### src/rtl/generador_comparador.sv
// rtl/generador_comparador.sv - exhaustive stimulus generator and checker for the 2-bit equality comparator
//
// Walks every {a,b} operand pair (b in the LSBs), waits SETTLE cycles for the
// comparator output to settle, checks aeqb against a==b and records mismatches.
//
// Parameters:
//   WIDTH  - operand width; the sweep covers 2^(2*WIDTH) pairs
//   SETTLE - cycles between an operand update and the aeqb sample (1..15)
//
// Ports:
//   clk, rst_n       - clock (rising edge), asynchronous active-low reset
//   start            - single-cycle pulse, begins a sweep when not busy
//   a, b             - operands driven to the comparator
//   aeqb             - comparator result, expected 1 iff a==b
//   busy, done, pass - sweep in progress / finished (held) / no mismatches
//   err_count        - saturating mismatch count
//   fail_valid       - at least one mismatch recorded
//   fail_a, fail_b   - first mismatching pair
//
// Build option:
//   GEN_COMP_STOP_ON_FAIL_EN - when defined, the first mismatch ends the sweep
//                              with a/b left at the failing pair.

module generador_comparador #(
    parameter int WIDTH  = 2,
    parameter int SETTLE = 2
) (
    input  logic               clk,
    input  logic               rst_n,
    input  logic               start,
    output logic [WIDTH-1:0]   a,
    output logic [WIDTH-1:0]   b,
    input  logic               aeqb,
    output logic               busy,
    output logic               done,
    output logic               pass,
    output logic [2*WIDTH:0]   err_count,
    output logic               fail_valid,
    output logic [WIDTH-1:0]   fail_a,
    output logic [WIDTH-1:0]   fail_b
);

    localparam int PW = 2 * WIDTH;
    localparam int EW = 2 * WIDTH + 1;
    localparam logic [3:0] SETTLE_RELOAD = 4'(SETTLE - 1);

    typedef enum logic [1:0] {
        S_IDLE,
        S_SETTLE,
        S_CHECK,
        S_DONE
    } state_t;

    state_t           state_q, state_d;
    logic [PW-1:0]    pair_q, pair_d;
    logic [3:0]       settle_q, settle_d;
    logic [EW-1:0]    err_q, err_d;
    logic             fv_q, fv_d;
    logic [WIDTH-1:0] fa_q, fa_d;
    logic [WIDTH-1:0] fb_q, fb_d;
    logic             done_q, done_d;
    logic             pass_q, pass_d;

    logic             mismatch;
    logic [EW-1:0]    err_next;

    always_ff @(posedge clk or negedge rst_n) begin
        if (!rst_n) begin
            state_q  <= S_IDLE;
            pair_q   <= '0;
            settle_q <= '0;
            err_q    <= '0;
            fv_q     <= 1'b0;
            fa_q     <= '0;
            fb_q     <= '0;
            done_q   <= 1'b0;
            pass_q   <= 1'b0;
        end else begin
            state_q  <= state_d;
            pair_q   <= pair_d;
            settle_q <= settle_d;
            err_q    <= err_d;
            fv_q     <= fv_d;
            fa_q     <= fa_d;
            fb_q     <= fb_d;
            done_q   <= done_d;
            pass_q   <= pass_d;
        end
    end

    always_comb begin
        state_d  = state_q;
        pair_d   = pair_q;
        settle_d = settle_q;
        err_d    = err_q;
        fv_d     = fv_q;
        fa_d     = fa_q;
        fb_d     = fb_q;
        done_d   = done_q;
        pass_d   = pass_q;

        mismatch = (aeqb != (a == b));
        // Saturate rather than wrap so a huge failure count never reads as a pass.
        err_next = (mismatch && (err_q != {EW{1'b1}})) ? err_q + EW'(1) : err_q;

        case (state_q)
            S_IDLE, S_DONE: begin
                if (start) begin
                    pair_d   = '0;
                    settle_d = SETTLE_RELOAD;
                    err_d    = '0;
                    fv_d     = 1'b0;
                    fa_d     = '0;
                    fb_d     = '0;
                    done_d   = 1'b0;
                    pass_d   = 1'b0;
                    state_d  = S_SETTLE;
                end
            end
            S_SETTLE: begin
                if (settle_q == 4'd0) begin
                    state_d = S_CHECK;
                end else begin
                    settle_d = settle_q - 4'd1;
                end
            end
            S_CHECK: begin
                err_d = err_next;
                if (mismatch && !fv_q) begin
                    fv_d = 1'b1;
                    fa_d = a;
                    fb_d = b;
                end
`ifdef GEN_COMP_STOP_ON_FAIL_EN
                if (mismatch) begin
                    state_d = S_DONE;
                    done_d  = 1'b1;
                    pass_d  = 1'b0;
                end else
`endif
                if (pair_q == {PW{1'b1}}) begin
                    state_d = S_DONE;
                    done_d  = 1'b1;
                    pass_d  = (err_next == '0);
                end else begin
                    pair_d   = pair_q + PW'(1);
                    settle_d = SETTLE_RELOAD;
                    state_d  = S_SETTLE;
                end
            end
            default: state_d = S_IDLE;
        endcase
    end

    assign a          = pair_q[PW-1:WIDTH];
    assign b          = pair_q[WIDTH-1:0];
    assign busy       = (state_q == S_SETTLE) || (state_q == S_CHECK);
    assign done       = done_q;
    assign pass       = pass_q;
    assign err_count  = err_q;
    assign fail_valid = fv_q;
    assign fail_a     = fa_q;
    assign fail_b     = fb_q;

endmodule
### config.mk
export PLATFORM = sky130hd
export DESIGN_NAME = generador_comparador
export DESIGN_NICKNAME = d
export VERILOG_FILES = /design/src/rtl/generador_comparador.sv
export SDC_FILE = /design/constraint.sdc
export NUM_CORES = 1
export LEC_CHECK = 0
export BUFFER_PORTS_ARGS = -buffer_cell sky130_fd_sc_hd__buf_2
export CORE_MARGIN = 2
export CORE_UTILIZATION = 25
export CTS_CLUSTER_DIAMETER = 60
export DETAILED_ROUTE_END_ITERATION = 12
export GPL_TIMING_DRIVEN = 0
export SLEW_MARGIN = 25
export SYNTH_ARGS = -nofsm -noshare
export SYNTH_HDL_FRONTEND = slang
export SYNTH_SLANG_ARGS = --single-unit
export TNS_END_PERCENT = 50
### constraint.sdc
create_clock -name clk -period 2.35 [get_ports clk]
set_input_delay 0.3525 -clock clk [delete_from_list [all_inputs] [get_ports clk]]
set_output_delay 0.3525 -clock clk [all_outputs]
set_load 0.05 [all_outputs]
== After elaboration in Yosys (flattened, before gate mapping) ==
Cells that the tools add are included.
W data, S select, Z words.

* Flip-flop bits (word level): 22
* Bits of input ports: 4

* Add/sub/neg operators: 3
* Equal/unequal tests: 13
* Muxes and demuxes: 26
* Reductions and logical operators: 15

{| class="wikitable"
|+ Operator list
! cell !! number
|-
| $mux W4 || 5
|-
| $mux W2 || 6
|-
| $ne A2 B2 Y1 const B || 6
|-
| $pmux W4 S3 || 1
|-
| $reduce_and A3 Y1 || 4
|-
| $mux W5 || 2
|-
| $pmux W5 S2 || 1
|-
| $pmux W2 S2 || 2
|-
| $pmux W4 S2 || 1
|-
| $pmux W1 S2 || 3
|-
| $pmux W2 S3 || 1
|-
| $add A5 B1 Y5 const B || 1
|-
| $logic_not A5 Y1 || 1
|-
| $ne A5 B5 Y1 const B || 1
|-
| $add A4 B1 Y4 const B || 1
|-
| $eq A2 B2 Y1 const B || 2
|-
| $eq A4 B4 Y1 const B || 1
|-
| $logic_not A4 Y1 || 1
|-
| $mux W1 || 4
|-
| $reduce_and A2 Y1 || 2
|-
| $sub A4 B1 Y4 const B || 1
|-
| $eq A2 B1 Y1 const B || 1
|-
| $eq A2 B2 Y1 || 1
|-
| $logic_and A1 B1 Y1 || 2
|-
| 6 further kinds || 6
|}

== Logic depth before layout (Yosys ltp) ==
* Word-level depth: 7
* Mapped depth: 8
* Mapped depth without buffers: 7

== Least setup slack after synthesis ==
No wires, ideal clock.

* Path type: flip-flop to flip-flop
* From: register pair_q[2]
* To: register pass_q, in the netlist pass
* Arrival time: 2033 ps
* Slack: 191 ps
* Stages on the path, launching flop included: 8
* Path buffers: 2
* Period minus slack after synthesis: 2159 ps
* Cells stage by stage: dfrtp_1 > buf_6 > xor2_1 > or3_1 > a21o_1 > buf_6 > mux2_4 > a2bb2oi_1

* Cells in the longest elaborated chain, start to end: 7
* Elaborated cells between the ends (all ways): 10
* Classes of those cells: eq/ne: 4; mux: 3; reduce/logical: 3

{| class="wikitable"
|+ RTL lines
! item !! line !! RTL
|-
| from (decl) || 55 || <nowiki>logic [PW-1:0] pair_q, pair_d;</nowiki>
|-
| from (signal assigned) || 80 || <nowiki>pair_q <= pair_d;</nowiki>
|-
| $eq A2 B2 Y1 || 102 || <nowiki>mismatch = (aeqb != (a == b));</nowiki>
|-
| $ne A1 B1 Y1 || 102 ||
|-
| $logic_and A1 B1 Y1 || 104 || <nowiki>err_next = (mismatch && (err_q != {EW{1'b1}})) ? err_q + EW'(1) : err_q;</nowiki>
|-
| $mux W5 || 104 ||
|-
| $logic_not A5 Y1 || 144 || <nowiki>pass_d = (err_next == '0);</nowiki>
|-
| $mux W1 || 141 || <nowiki>if (pair_q == {PW{1'b1}}) begin</nowiki>
|-
| $pmux W1 S2 || 106 || <nowiki>case (state_q)</nowiki>
|-
| to (signal assigned) || 87 || <nowiki>pass_q <= pass_d;</nowiki>
|-
| to (decl) || 62 || <nowiki>logic pass_q, pass_d;</nowiki>
|}

Parallel ways exist; a longest one is shown, timed or not. The select of a mux whose other input is x is not followed.
A chain may end at the register's enable or synchronous reset.

== Worst setup path in the final report ==
* From: register err_q[0], in the netlist err_count[0]
* To: register pass_q, in the netlist pass

* Cells in the longest elaborated chain, start to end: 6
* Elaborated cells between the ends (all ways): 7
* Classes of those cells: add/sub: 1; eq/ne: 1; mux: 3; reduce/logical: 2

{| class="wikitable"
|+ RTL lines
! item !! line !! RTL
|-
| from (decl) || 57 || <nowiki>logic [EW-1:0] err_q, err_d;</nowiki>
|-
| from (signal assigned) || 82 || <nowiki>err_q <= err_d;</nowiki>
|-
| branches (longest 2 deep; another with $add A5 B1 Y5) || - ||
|-
| $mux W5 * || 104 ||
|-
| $logic_not A5 Y1 * || 144 ||
|-
| $mux W1 * || 141 ||
|-
| $pmux W1 S2 * || 106 ||
|}

Every way passes the cells marked *. The select of a mux whose other input is x is not followed.

==> reports/metrics.csv <==
metric,value,unit
outcome,finished clean,
die_h,78.1,um
yosys_most_used_dff,dfrtp_1,
cts_resized,0,
syn_inst,157,
cts_buffers,3,
p_leak,0.000753,uW
grt_usage,11.4,%
clk_pin_slew,0.08,ns
wl_per_cell,12.6,um
cts_hold_buf,0,
ios,21,
cts_setup_buffers,0,
critPathCaptureType,flip-flop,
dr.pass1.iters,4,
drv_slew,0,
vias_per_cell,4.81,
cts_max_level,1,
avgSynthCellArea,8.75,um^2
fin_crit_sh,85.8,%
ys_types,39,
finalHoldViolCount,0,
area_growth,16.7,%
grt-busiest-layer,met2,
antenna_found_initial,0,
slowest_delay,0.47,ns
placed_cells,247,
cts.sinks,22,
min_path_type,in2async,
cap_viol_max_count,0,
grt_pass1_wl,5.58,mm
cts.path.max_buffers,2,
worst_path_most_repeated_cell,ha_1,
nets,193,
synth_edf_count,0,
drtAntennaViolNets,0,
cts_tree,yes,
finClkSkew,0.00571,ns
gr-usage-met1,16.0,%
drtIter0Drc,74,
setup_viol,0,
fin_cells,250,
ys_async_sr_fraction,100,%
period_minus_slack,2.02,ns
slew_headroom,64.5,%
drive_above_1_share,16.7,%
fin_util,30.8,%
yosysSeqAreaShare,40.1,%
place_hpwl,2.32,mm
rsz0062_at_grt,false,
crit_slowest_cell,dfrtp_1,
met3_usage,2.99,%
ir_drop,429,uV
r2r-start,err_count[0],
crit_arrival,2.16,ns
grt_start_max_net_pins,23,
required,2.50,ns
insertion_delay,0.26,ns
path_cells,ha_1 > and3_1 > ha_1 > a21o_1 > buf_6 > mux2_4 > a2bb2oi_1,
syn-num-nets,168,
n_antenna_cell,0,
root_buffer,clkbuf_8,
core_area,5200,um^2
crit_fanout,9,
io_buffer_count,20,
die_area,6100,um^2
crit_type,reg2reg,
die_w,78.1,um
overflow,0,
startpoint,err_count[0],
drc,0,
fmax,0.496,GHz
syn-cell-area,1370,um^2
rows,26,
routed_wirelength,3.15,mm
ys_warn_count,0,
globalplace.congestion,0.812,
initial_core_util,26.4,%
worst_pin_slew,0.533,ns
power.density,884,nW/um^2
crit_path_start_kind,flip-flop,
vias,1202,
grt_pass1_vias,1174,
met2_usage,17.3,%
yosys_register_bits,22,
fin_setup_tns,0,ns
==> routing by layer <==
metal | vias up | part of all wire, %
met5 | - | 0
met4 | 0 | 0.54
met3 | 2 | 3.7
met2 | 20 | 43
met1 | 572 | 52
li1 | 608 | -
==> worst paths after layout <==
kind                               end  slack, ns  depth (start not counted)
max                               pass       0.33                          7
min in group clk           settle_q[0]       0.52                          1
min reg2reg                settle_q[0]       0.52                          1
min                          pair_q[0]       0.06                          1
max in group asynchronous  settle_q[1]       1.93                          1
max reg2reg                       pass       0.33                          7
==> worst max-delay path: cells and delay by family (launching register included) <==
| family | cells | cell delay (ns) |
|---|---|---|
| AND/OR/NAND/NOR | 1 | 0.21 |
| flip-flops | 1 | 0.47 |
| adder cells (fa/ha/maj) | 2 | 0.48 |
| buffers and inverters | 1 | 0.14 |
| AO/OA/AOI/OAI | 2 | 0.31 |
| multiplexers | 1 | 0.29 |
==> layout make-up <==
type                       instances  area (um^2)
buffer                             8         46.3
clock buffer                       3         41.3
fill                             573         3600
inverter                          10         37.5
multi-input combinational        117          739
sequential                        22          551
tap                               70         87.6
timing repair buffer              20          100
==> flip-flops by register name (all words and copies together), names as in the netlist <==
signal	count
settle_q	4
state_q	2
err_count	5
fail_b	2
fail_valid	1
pass	1
fail_a	2
pair_q	4
done	1
==> synthesized netlist by cell type, types with 2 or more instances <==
library cell | number | area share (%)
nand2b_1 | 5 | 2.3
buf_6 | 2 | 1.6
dfrtp_1 | 22 | 40
nor4_1 | 2 | 0.91
a2bb2oi_1 | 4 | 2.5
inv_1 | 10 | 2.7
a211oi_1 | 2 | 1.1
xor2_1 | 2 | 1.3
nand3_1 | 8 | 2.9
a31oi_1 | 2 | 0.91
nor2_1 | 2 | 0.55
a21oi_1 | 8 | 2.9
nor3_1 | 3 | 1.1
o211ai_1 | 4 | 2.2
o21ai_0 | 16 | 5.8
ha_1 | 7 | 6.4
clkbuf_1 | 4 | 1.1
a22o_1 | 5 | 3.2
nand2_1 | 27 | 7.4
and2_1 | 3 | 1.4
==> per-stage QoR <==
step	cell area, um^2	power, uW	hold slack [ns]	setup slack, ns
after floorplan	1370	1030	0.0569	0.191
after global placement	1560	1180	0.367	0.383
after detailed placement	1560	1190	0.372	0.366
after CTS	1600	1430	0.0773	0.342
after global routing	1600	1540	0.103	0.156
final	1600	1420	0.0606	0.334
==> power by group <==
part / total, uW / internal, uW / switching (uW)
combinational: 679 / 233 / 446
clock: 236 / 114 / 122
sequential: 502 / 434 / 67.2
==> cells in the final DEF (no fill, tap or decap), types with 2 or more instances in the layout <==
cell type and instances:
nor2_1 2, a31oi_1 2, o211ai_1 4, and2_1 3, buf_6 2, ha_1 7, nor4_1 2, xor2_1 2
o21ai_0 16, clkbuf_1 4, buf_2 21, inv_1 10, a211oi_1 2, a22o_1 5, nor3_1 3, dfrtp_1 22
nand2b_1 5, nand2_1 27, nand3_1 8, a21oi_1 8, a2bb2oi_1 4, clkbuf_8 3
==> kinds of logic after synthesis <==
group / share of synthesized area [%]
AO/OA/AOI/OAI: 22.0
XOR/XNOR: 1.91
adder cells (fa/ha/maj): 6.37
buffers and inverters: 6.10
flip-flops: 40.1
multiplexers: 1.82
AND/OR/NAND/NOR: 21.7
Note: power is estimated with default switching activity, not from simulation.
